===== config.mk =====
export PLATFORM = sky130hd
export DESIGN_NAME = spi_packet_rx
export DESIGN_NICKNAME = d
export VERILOG_FILES = /design/src/rtl/spi_packet_rx.sv
export SDC_FILE = /design/constraint.sdc
export NUM_CORES = 1
export LEC_CHECK = 0
export CAP_MARGIN = 20
export CORE_MARGIN = 2
export CORE_UTILIZATION = 57
export CTS_CLUSTER_DIAMETER = 200
export DETAILED_ROUTE_END_ITERATION = 16
export PLACE_DENSITY = 0.81
export SYNTH_ARGS = -nofsm -noshare
export SYNTH_HDL_FRONTEND = slang
export SYNTH_SLANG_ARGS = --single-unit

===== constraint.sdc =====
create_clock -name clk -period 3.1 [get_ports clk]
set_input_delay 0.465 -clock clk [delete_from_list [all_inputs] [get_ports clk]]
set_output_delay 0.465 -clock clk [all_outputs]
set_load 0.1 [all_outputs]

===== src/rtl/spi_packet_rx.sv =====
// SPI-slave packet receiver: oversamples sck/cs/mosi in the clk domain, deframes
// HEADER + NUM_CH sample words and hands complete packets to the filter core.
module spi_packet_rx #(
  parameter int unsigned WORD_W      = 14,
  parameter int unsigned NUM_CH      = 2,
  parameter logic [WORD_W-1:0] HEADER = WORD_W'(14'h0FFF),
  parameter int unsigned SYNC_STAGES = 2,
  parameter bit          CPOL        = 1'b0
) (
  input  logic                     clk,
  input  logic                     rstn,
  input  logic                     sck,
  input  logic                     cs,
  input  logic                     mosi,
  output logic                     miso,
  input  logic [WORD_W-1:0]        tx_data,
  output logic [NUM_CH*WORD_W-1:0] out_data,
  output logic                     out_valid,
  input  logic                     out_ready,
  output logic                     err_frame,
  output logic                     err_overrun,
  input  logic                     err_clr
);

  localparam int unsigned CNT_W = $clog2(WORD_W + 2);
  localparam int unsigned CH_W  = $clog2(NUM_CH + 1);
  localparam int unsigned OUT_W = NUM_CH * WORD_W;

  typedef enum logic [1:0] {IDLE, COLLECT, DELIVER} state_e;

  logic [SYNC_STAGES-1:0] sck_sync_q, cs_sync_q, mosi_sync_q;
  logic                   sck_d_q, cs_d_q;
  logic [SYNC_STAGES:0]   vld_q;
  logic                   armed_q;
  logic [CNT_W-1:0]       bit_cnt_q;
  logic [WORD_W-1:0]      shift_in_q, tx_shift_q, word_q;
  logic                   word_ok_q, word_bad_q, miso_q;
  state_e                 state_q;
  logic [CH_W-1:0]        ch_cnt_q;
  logic [OUT_W-1:0]       coll_q, out_data_q;
  logic                   out_valid_q, err_frame_q, err_overrun_q;

  logic sck_s, cs_s, mosi_s;
  logic sample_ev, shift_ev, cs_fall_ev, cs_rise_ev, in_win;
  logic frame_set, overrun_set;

  assign sck_s  = sck_sync_q[SYNC_STAGES-1];
  assign cs_s   = cs_sync_q[SYNC_STAGES-1];
  assign mosi_s = mosi_sync_q[SYNC_STAGES-1];

  assign sample_ev  = CPOL ? (~sck_s & sck_d_q) : (sck_s & ~sck_d_q);
  assign shift_ev   = CPOL ? (sck_s & ~sck_d_q) : (~sck_s & sck_d_q);
  assign cs_fall_ev = armed_q & cs_d_q & ~cs_s;
  assign cs_rise_ev = armed_q & ~cs_d_q & cs_s;
  assign in_win     = armed_q & ~cs_s;

  assign frame_set   = cs_rise_ev & (bit_cnt_q != CNT_W'(WORD_W));
  assign overrun_set = (state_q == DELIVER) & out_valid_q & ~out_ready;

  // Synchronisers, edge-detect delay flops and arming (vld_q marks real samples)
  always_ff @(posedge clk) begin
    if (!rstn) begin
      sck_sync_q  <= {SYNC_STAGES{CPOL}};
      cs_sync_q   <= {SYNC_STAGES{1'b1}};
      mosi_sync_q <= '0;
      sck_d_q     <= CPOL;
      cs_d_q      <= 1'b1;
      vld_q       <= '0;
      armed_q     <= 1'b0;
    end else begin
      sck_sync_q  <= {sck_sync_q[SYNC_STAGES-2:0], sck};
      cs_sync_q   <= {cs_sync_q[SYNC_STAGES-2:0], cs};
      mosi_sync_q <= {mosi_sync_q[SYNC_STAGES-2:0], mosi};
      sck_d_q     <= sck_s;
      cs_d_q      <= cs_s;
      vld_q       <= {vld_q[SYNC_STAGES-1:0], 1'b1};
      if (vld_q[SYNC_STAGES] && cs_s) armed_q <= 1'b1;
    end
  end

  // Word shift-in/out and end-of-window classification
  always_ff @(posedge clk) begin
    if (!rstn) begin
      bit_cnt_q  <= '0;
      shift_in_q <= '0;
      tx_shift_q <= '0;
      miso_q     <= 1'b0;
      word_q     <= '0;
      word_ok_q  <= 1'b0;
      word_bad_q <= 1'b0;
    end else begin
      word_ok_q  <= 1'b0;
      word_bad_q <= 1'b0;
      if (cs_fall_ev) begin
        bit_cnt_q  <= '0;
        shift_in_q <= '0;
        tx_shift_q <= tx_data;
        miso_q     <= tx_data[WORD_W-1];
      end else if (!in_win) begin
        miso_q <= 1'b0;
      end else begin
        if (sample_ev) begin
          shift_in_q <= {shift_in_q[WORD_W-2:0], mosi_s};
          if (bit_cnt_q != CNT_W'(WORD_W + 1)) bit_cnt_q <= bit_cnt_q + CNT_W'(1);
        end
        if (shift_ev) begin
          tx_shift_q <= tx_shift_q << 1;
          miso_q     <= tx_shift_q[WORD_W-2];
        end
      end
      if (cs_rise_ev) begin
        if (bit_cnt_q == CNT_W'(WORD_W)) begin
          word_ok_q <= 1'b1;
          word_q    <= shift_in_q;
        end else begin
          word_bad_q <= 1'b1;
        end
      end
    end
  end

  // Packet deframer and output handshake
  always_ff @(posedge clk) begin
    if (!rstn) begin
      state_q       <= IDLE;
      ch_cnt_q      <= '0;
      coll_q        <= '0;
      out_data_q    <= '0;
      out_valid_q   <= 1'b0;
      err_frame_q   <= 1'b0;
      err_overrun_q <= 1'b0;
    end else begin
      if (out_valid_q && out_ready) out_valid_q <= 1'b0;
      unique case (state_q)
        IDLE: begin
          if (word_ok_q && word_q == HEADER) begin
            state_q  <= COLLECT;
            ch_cnt_q <= '0;
          end
        end
        COLLECT: begin
          if (word_bad_q) begin
            state_q <= IDLE;
          end else if (word_ok_q) begin
            coll_q[(NUM_CH - 1 - int'(ch_cnt_q)) * WORD_W +: WORD_W] <= word_q;
            if (ch_cnt_q == CH_W'(NUM_CH - 1)) state_q <= DELIVER;
            else                               ch_cnt_q <= ch_cnt_q + CH_W'(1);
          end
        end
        DELIVER: begin
          if (!out_valid_q || out_ready) begin
            out_data_q  <= coll_q;
            out_valid_q <= 1'b1;
          end
          state_q <= IDLE;
        end
        default: state_q <= IDLE;
      endcase
      err_frame_q   <= frame_set   | (err_frame_q   & ~err_clr);
      err_overrun_q <= overrun_set | (err_overrun_q & ~err_clr);
    end
  end

  assign miso        = miso_q;
  assign out_data    = out_data_q;
  assign out_valid   = out_valid_q;
  assign err_frame   = err_frame_q;
  assign err_overrun = err_overrun_q;

endmodule

# After elaboration in Yosys (flattened, before gate mapping)
# Index checks and enable logic that the tools add are counted.
[totals]
regBits = 123
output_inout_bits = 32
wordCells = 107
[op_classes]
mul = 1
n_eq_ne = 14
n_reduce_logical = 19
addsub = 4
muxes = 23
bitwise = 22
shift = 2
[ops]
columns = ["operator", "n"]
rows = [
  ["$mux W13", 3],
  ["$neg A32 Y34", 1],
  ["$shift A14 B34 Y28 const A", 1],
  ["$shiftx A14 B34 Y28", 1],
  ["$mul A32 B3 Y31 const B", 1],
  ["$bwmux W28", 1],
  ["$mux W2", 8],
  ["$eq A14 B12 Y1 const B", 1],
  ["$and A1 B1 Y1", 12],
  ["$reduce_and A2 Y1", 5],
  ["$mux W1", 9],
  ["$ne A3 B3 Y1 const B", 3],
  ["$reduce_and A3 Y1", 3],
  ["$ne A2 B2 Y1 const B", 4],
  ["$ne A4 B4 Y1 const B", 2],
  ["$not A1 Y1", 8],
  ["$pmux W2 S2", 2],
  ["$reduce_bool A2 Y1", 3],
  ["$reduce_and A5 Y1", 1],
  ["$add A4 B1 Y4 const B", 1],
  ["$eq A2 B1 Y1 const B", 2],
  ["$eq A4 B4 Y1 const B", 1],
  ["$logic_and A1 B1 Y1", 3],
  ["$sub A1 B2 Y3 const A", 1],
  ["other kinds (7)", 8],
]

# Logic depth before layout (Yosys ltp)
[depth]
depth_word = 5
ltp_mapped = 12
mapped_depth_nobuf = 6

# Worst setup path before layout
# OpenSTA, ideal clock, no wires.
[synth_path]
path_type = "flip-flop to flip-flop"
startpoint = "reg ch_cnt_q[0]"
endpoint = "reg coll_q[7]"
setup_slack_ps = 586
path_stages_with_launch = 11
path_buffers = 5
t_arrival_ps = 2391
cell_sequence = "dfxtp_1 > buf_2 > inv_1 > buf_1 > ha_1 > buf_2 > buf_4 > buf_2 > mux4_2 > a221oi_1 > nor2_1"
[synth_between]
elab_chain_cells = 5
word_cells_on_any_way = 6
classes_between = "2 x add/sub; 1 x mul; 2 x shift; 1 x mux"
[synth_lines]
columns = ["item", "line_no", "text"]
rows = [
  ["start, declared", "39", "logic [CH_W-1:0] ch_cnt_q;"],
  ["start signal, assigned", "147", "else ch_cnt_q <= ch_cnt_q + CH_W'(1);"],
  ["$sub A1 B2 Y3 *", "145", "coll_q[(NUM_CH - 1 - int'(ch_cnt_q)) * WORD_W +: WORD_W] <= word_q;"],
  ["$mul A32 B3 Y31 *", "145", ""],
  ["$neg A32 Y34 *", "145", ""],
  ["$shiftx A14 B34 Y28 or $shift A14 B34 Y28 (tied branches)", "145", ""],
  ["$bwmux W28 *", "145", ""],
  ["end signal, assigned by index", "145", ""],
  ["end, declared", "40", "logic [OUT_W-1:0] coll_q, out_data_q;"],
]
# Every way passes the cells marked *; elsewhere a longest branch is shown, timed or not.
# A chain may end at the register's enable or synchronous reset.

# Worst setup path in the final report
[layout_path]
startpoint = "reg ch_cnt_q[1]"
endpoint = "reg coll_q[2]"
# The elaborated chain is that of the path after synthesis.

==> flow_summary.toml <==
[status]
status = "completed"

[synthesis]
ys.flop_type = "dfxtp_1"
async_flop_share = 0
synth_common_cells = "nand2_1, dfxtp_1, a21oi_1"
yosysMostFrequentCell = "nand2_1"
ys_types = 56
synth_edf_count = 0
synth_top_cells_by_area = "dfxtp_1, nand2_1, a21oi_1"
synth_top_area_frac = 0.4572
yosys_warnings = 0
ys_seq_elements = 123
syn_area_per_cell_um2 = 8.209
syn_area_mm2 = 0.005385
synth_nets = 683
ys_seq_area_frac = 0.4572
yosysTopAreaCell = "dfxtp_1"
netlist_instances = 656

[final_layout]
area_growth_pct = 20.28
fillers = 751
finish.cell_count_without_fillers = 814
final_nets = 717
regArea_mm2 = 0.002462
n_antenna_cell = 0
drive_above_1_share = 0.1366
multi_input_area_mm2 = 0.002676
final_util = 0.7044

[clocking]
cts_tree = "done"
ctsHoldBuffers = 0
clk_pin_slew_worst_paths_ps = 60
cts_max_path_buffers = 2
htree_levels = 4
cts_resized = 0
cts-root-buf = "clkbuf_8"
cts.sinks = 123
cts_post_setup_buffers_inserted = 0
clk_latency_ps = 520
cts-buffers-inserted = 17

[sta]
setup_viol = 0
fin_crit_ps = 2616
setup_tns_ps = 0
rsz0062_at_grt = "false"
slew_headroom = 0.4580
worst_pin_slew_ps = 813.0
hold_viol_final = 0
setup_ws_ps = 483.7
clock.fmax_ghz = 0.3822
finalMaxSlewViolations = 0
final.period_utilization = 0.8440
skew_ps = 7.464
holdWs_ps = 426.1

[placement]
gp_congestion = 0.9824
place_ws_ps = 562.2
placedCellCount = 782
numPortBuffers = 52
post-dp-hpwl_um = 9548

[worst_setup_path]
worstSetupEndpointType = "flip-flop"
reg2reg_depth = 5
cp-endpoint = "coll_q[2]$_SDFFE_PN0P_"
path_depth = 5
cp_slowest_cell = "ha_1"
r2r-start = "ch_cnt_q[1]$_SDFFE_PN0P_"
cp.arrival_ps = 3020
worst-setup-path-type = "reg -> reg"
timing.rr.end = "coll_q[2]$_SDFFE_PN0P_"
crit_path_max_fanout = 25
r2r_slack_ps = 480
crit_path_start_kind = "flip-flop"
required_ps = 3510
timing.critical_path.buf_inv = 1
crit_start = "ch_cnt_q[1]$_SDFFE_PN0P_"
crit_path_cell_trace = "inv_1 > ha_1 > nor3b_1 > nand3_1 > o32ai_1"
slowest_delay_ps = 800
critPathTopFamily = "simple AND/OR/NAND/NOR gates"

[drt]
first_pass_iters = 7
drt_iter0_drc = 409
finalWirelength_um = 14260
vias = 4908
wl_per_cell_um = 17.52
avgViaCountPerCell = 6.029
antenna_left = 0
drcViolationCount = 0

[pwr]
leakage_nw = 2.238
vdd_drop_max_v = 0.0003795
p_per_area_mw_per_mm2 = 582.6

[job]
max_cap_violations = 0

[die]
die_width_um = 101.2
die_area_mm2 = 0.01024
die_y_um = 101.2
rows = 35
ios = 53
core_mm2 = 0.009196
start_util = 0.5856

[global_routing]
grtUsageTotal = 0.2907
grt_max_degree = 31
antenna_found_initial = 0
grt_pass1_wl_um = 23180
grt_pass1_vias = 4642
grt.overflow.total = 0

[min_path]
min_path_type = "reg -> reg"
[power breakdown]
part | total (mW) | internal (mW) | switching [mW] | leakage (nW)
registers | 1.60 | 1.59 | 0.00597 | 0.993
clock network | 2.10 | 1.36 | 0.746 | 0.299
logic | 0.0733 | 0.0353 | 0.0380 | 0.946
total | 3.77 | 2.98 | 0.789 | 2.24
[state kept, by name (all words and copies together), names as in the netlist]
register and flops:
err_overrun 1, ch_cnt_q 2, word_ok_q 1, out_valid 1
tx_shift_q 13, cs_sync_q 2, sck_sync_q 2, word_q 14
sck_d_q 1, vld_q 3, shift_in_q 14, mosi_sync_q 2
coll_q 28, cs_d_q 1, miso 1, state_q 2
armed_q 1, out_data 28, word_bad_q 1, bit_cnt_q 4
err_frame 1
[worst min-delay path by stage]
stage,end,startpoint,depth (start not counted),slack (ps)
6_report,cs_sync_q[1]$_SDFF_PN1_,cs_sync_q[0]$_SDFF_PN1_,1,430
5_1_grt,cs_sync_q[1]$_SDFF_PN1_,cs_sync_q[0]$_SDFF_PN1_,1,450
4_1_cts,cs_sync_q[1]$_SDFF_PN1_,cs_sync_q[0]$_SDFF_PN1_,1,440
3_5_place_dp,cs_sync_q[1]$_SDFF_PN1_,cs_sync_q[0]$_SDFF_PN1_,1,420
3_3_place_gp,cs_sync_q[1]$_SDFF_PN1_,cs_sync_q[0]$_SDFF_PN1_,1,390
2_1_floorplan,cs_sync_q[1]$_SDFF_PN1_,cs_sync_q[0]$_SDFF_PN1_,1,390
[layer usage]
layer / vias to the layer above / wire length (um) / GRT usage
li1: 2363 / - / -
met1: 2347 / 6350 / 0.3833
met2: 170 / 6826 / 0.4712
met3: 28 / 807 / 0.05659
met4: 0 / 275 / 0.1185
met5: - / 0 / 0
[layout make-up]
| class | instances | area share |
|---|---|---|
| well taps | 111 | 0.02144 |
| multi-input cells | 474 | 0.4132 |
| repair buffers | 64 | 0.08190 |
| clock inverters | 12 | 0.02878 |
| flip-flops and latches | 123 | 0.3801 |
| clock buffers | 20 | 0.06877 |
| inverters | 10 | 0.005795 |
[worst reg2reg max path: cells and delay by family, from the launching register on]
kind            cells  cell delay [ps]
compound gates      1              430
fa+ha+maj           1              800
buf+inv             1              100
flops               1              330
simple gates        2              850
[cells in the final DEF (no fill, tap or decap), types with 5 or more instances in the layout]
cell             synthesis  final
nand2_1                156    156
dfxtp_1                123    123
a21oi_1                 82     82
buf_4                    1     44
nor2_1                  30     30
nand3_1                 29     29
o21ai_0                 22     22
clkdlybuf4s50_1          0     20
clkbuf_16                0     16
a311oi_1                14     14
a31oi_1                 12     12
nand2b_1                11     11
and2_1                  11     11
inv_1                   10      9
nor2b_1                  7      7
mux2i_1                  7      7
a2bb2oi_1                7      7
mux2_2                   6      6
ha_1                     6      6
nand4_1                  5      5
mux4_2                   5      5
o22ai_1                  5      5
[per-stage QoR]
stage	instance area, um^2	power [mW]
final	6477	3.774
after global routing	6477	3.873
after floorplan	5385	1.664
after global placement	5846	1.701
after detailed placement	5846	1.703
after CTS	6477	3.792
[kinds of logic (layout without fill, tap and decap cells)]
| group | count (synthesis) | after routing | synth area share |
|---|---|---|---|
| simple gates | 280 | 280 | 0.2388 |
| compound gates | 166 | 166 | 0.1884 |
| flops | 123 | 123 | 0.4572 |
| buf+inv | 59 | 106 | 0.04577 |
| mux | 18 | 18 | 0.04647 |
| fa+ha+maj | 6 | 6 | 0.01394 |
| xor+xnor | 4 | 4 | 0.009296 |
(Power assumes the default switching activity.)
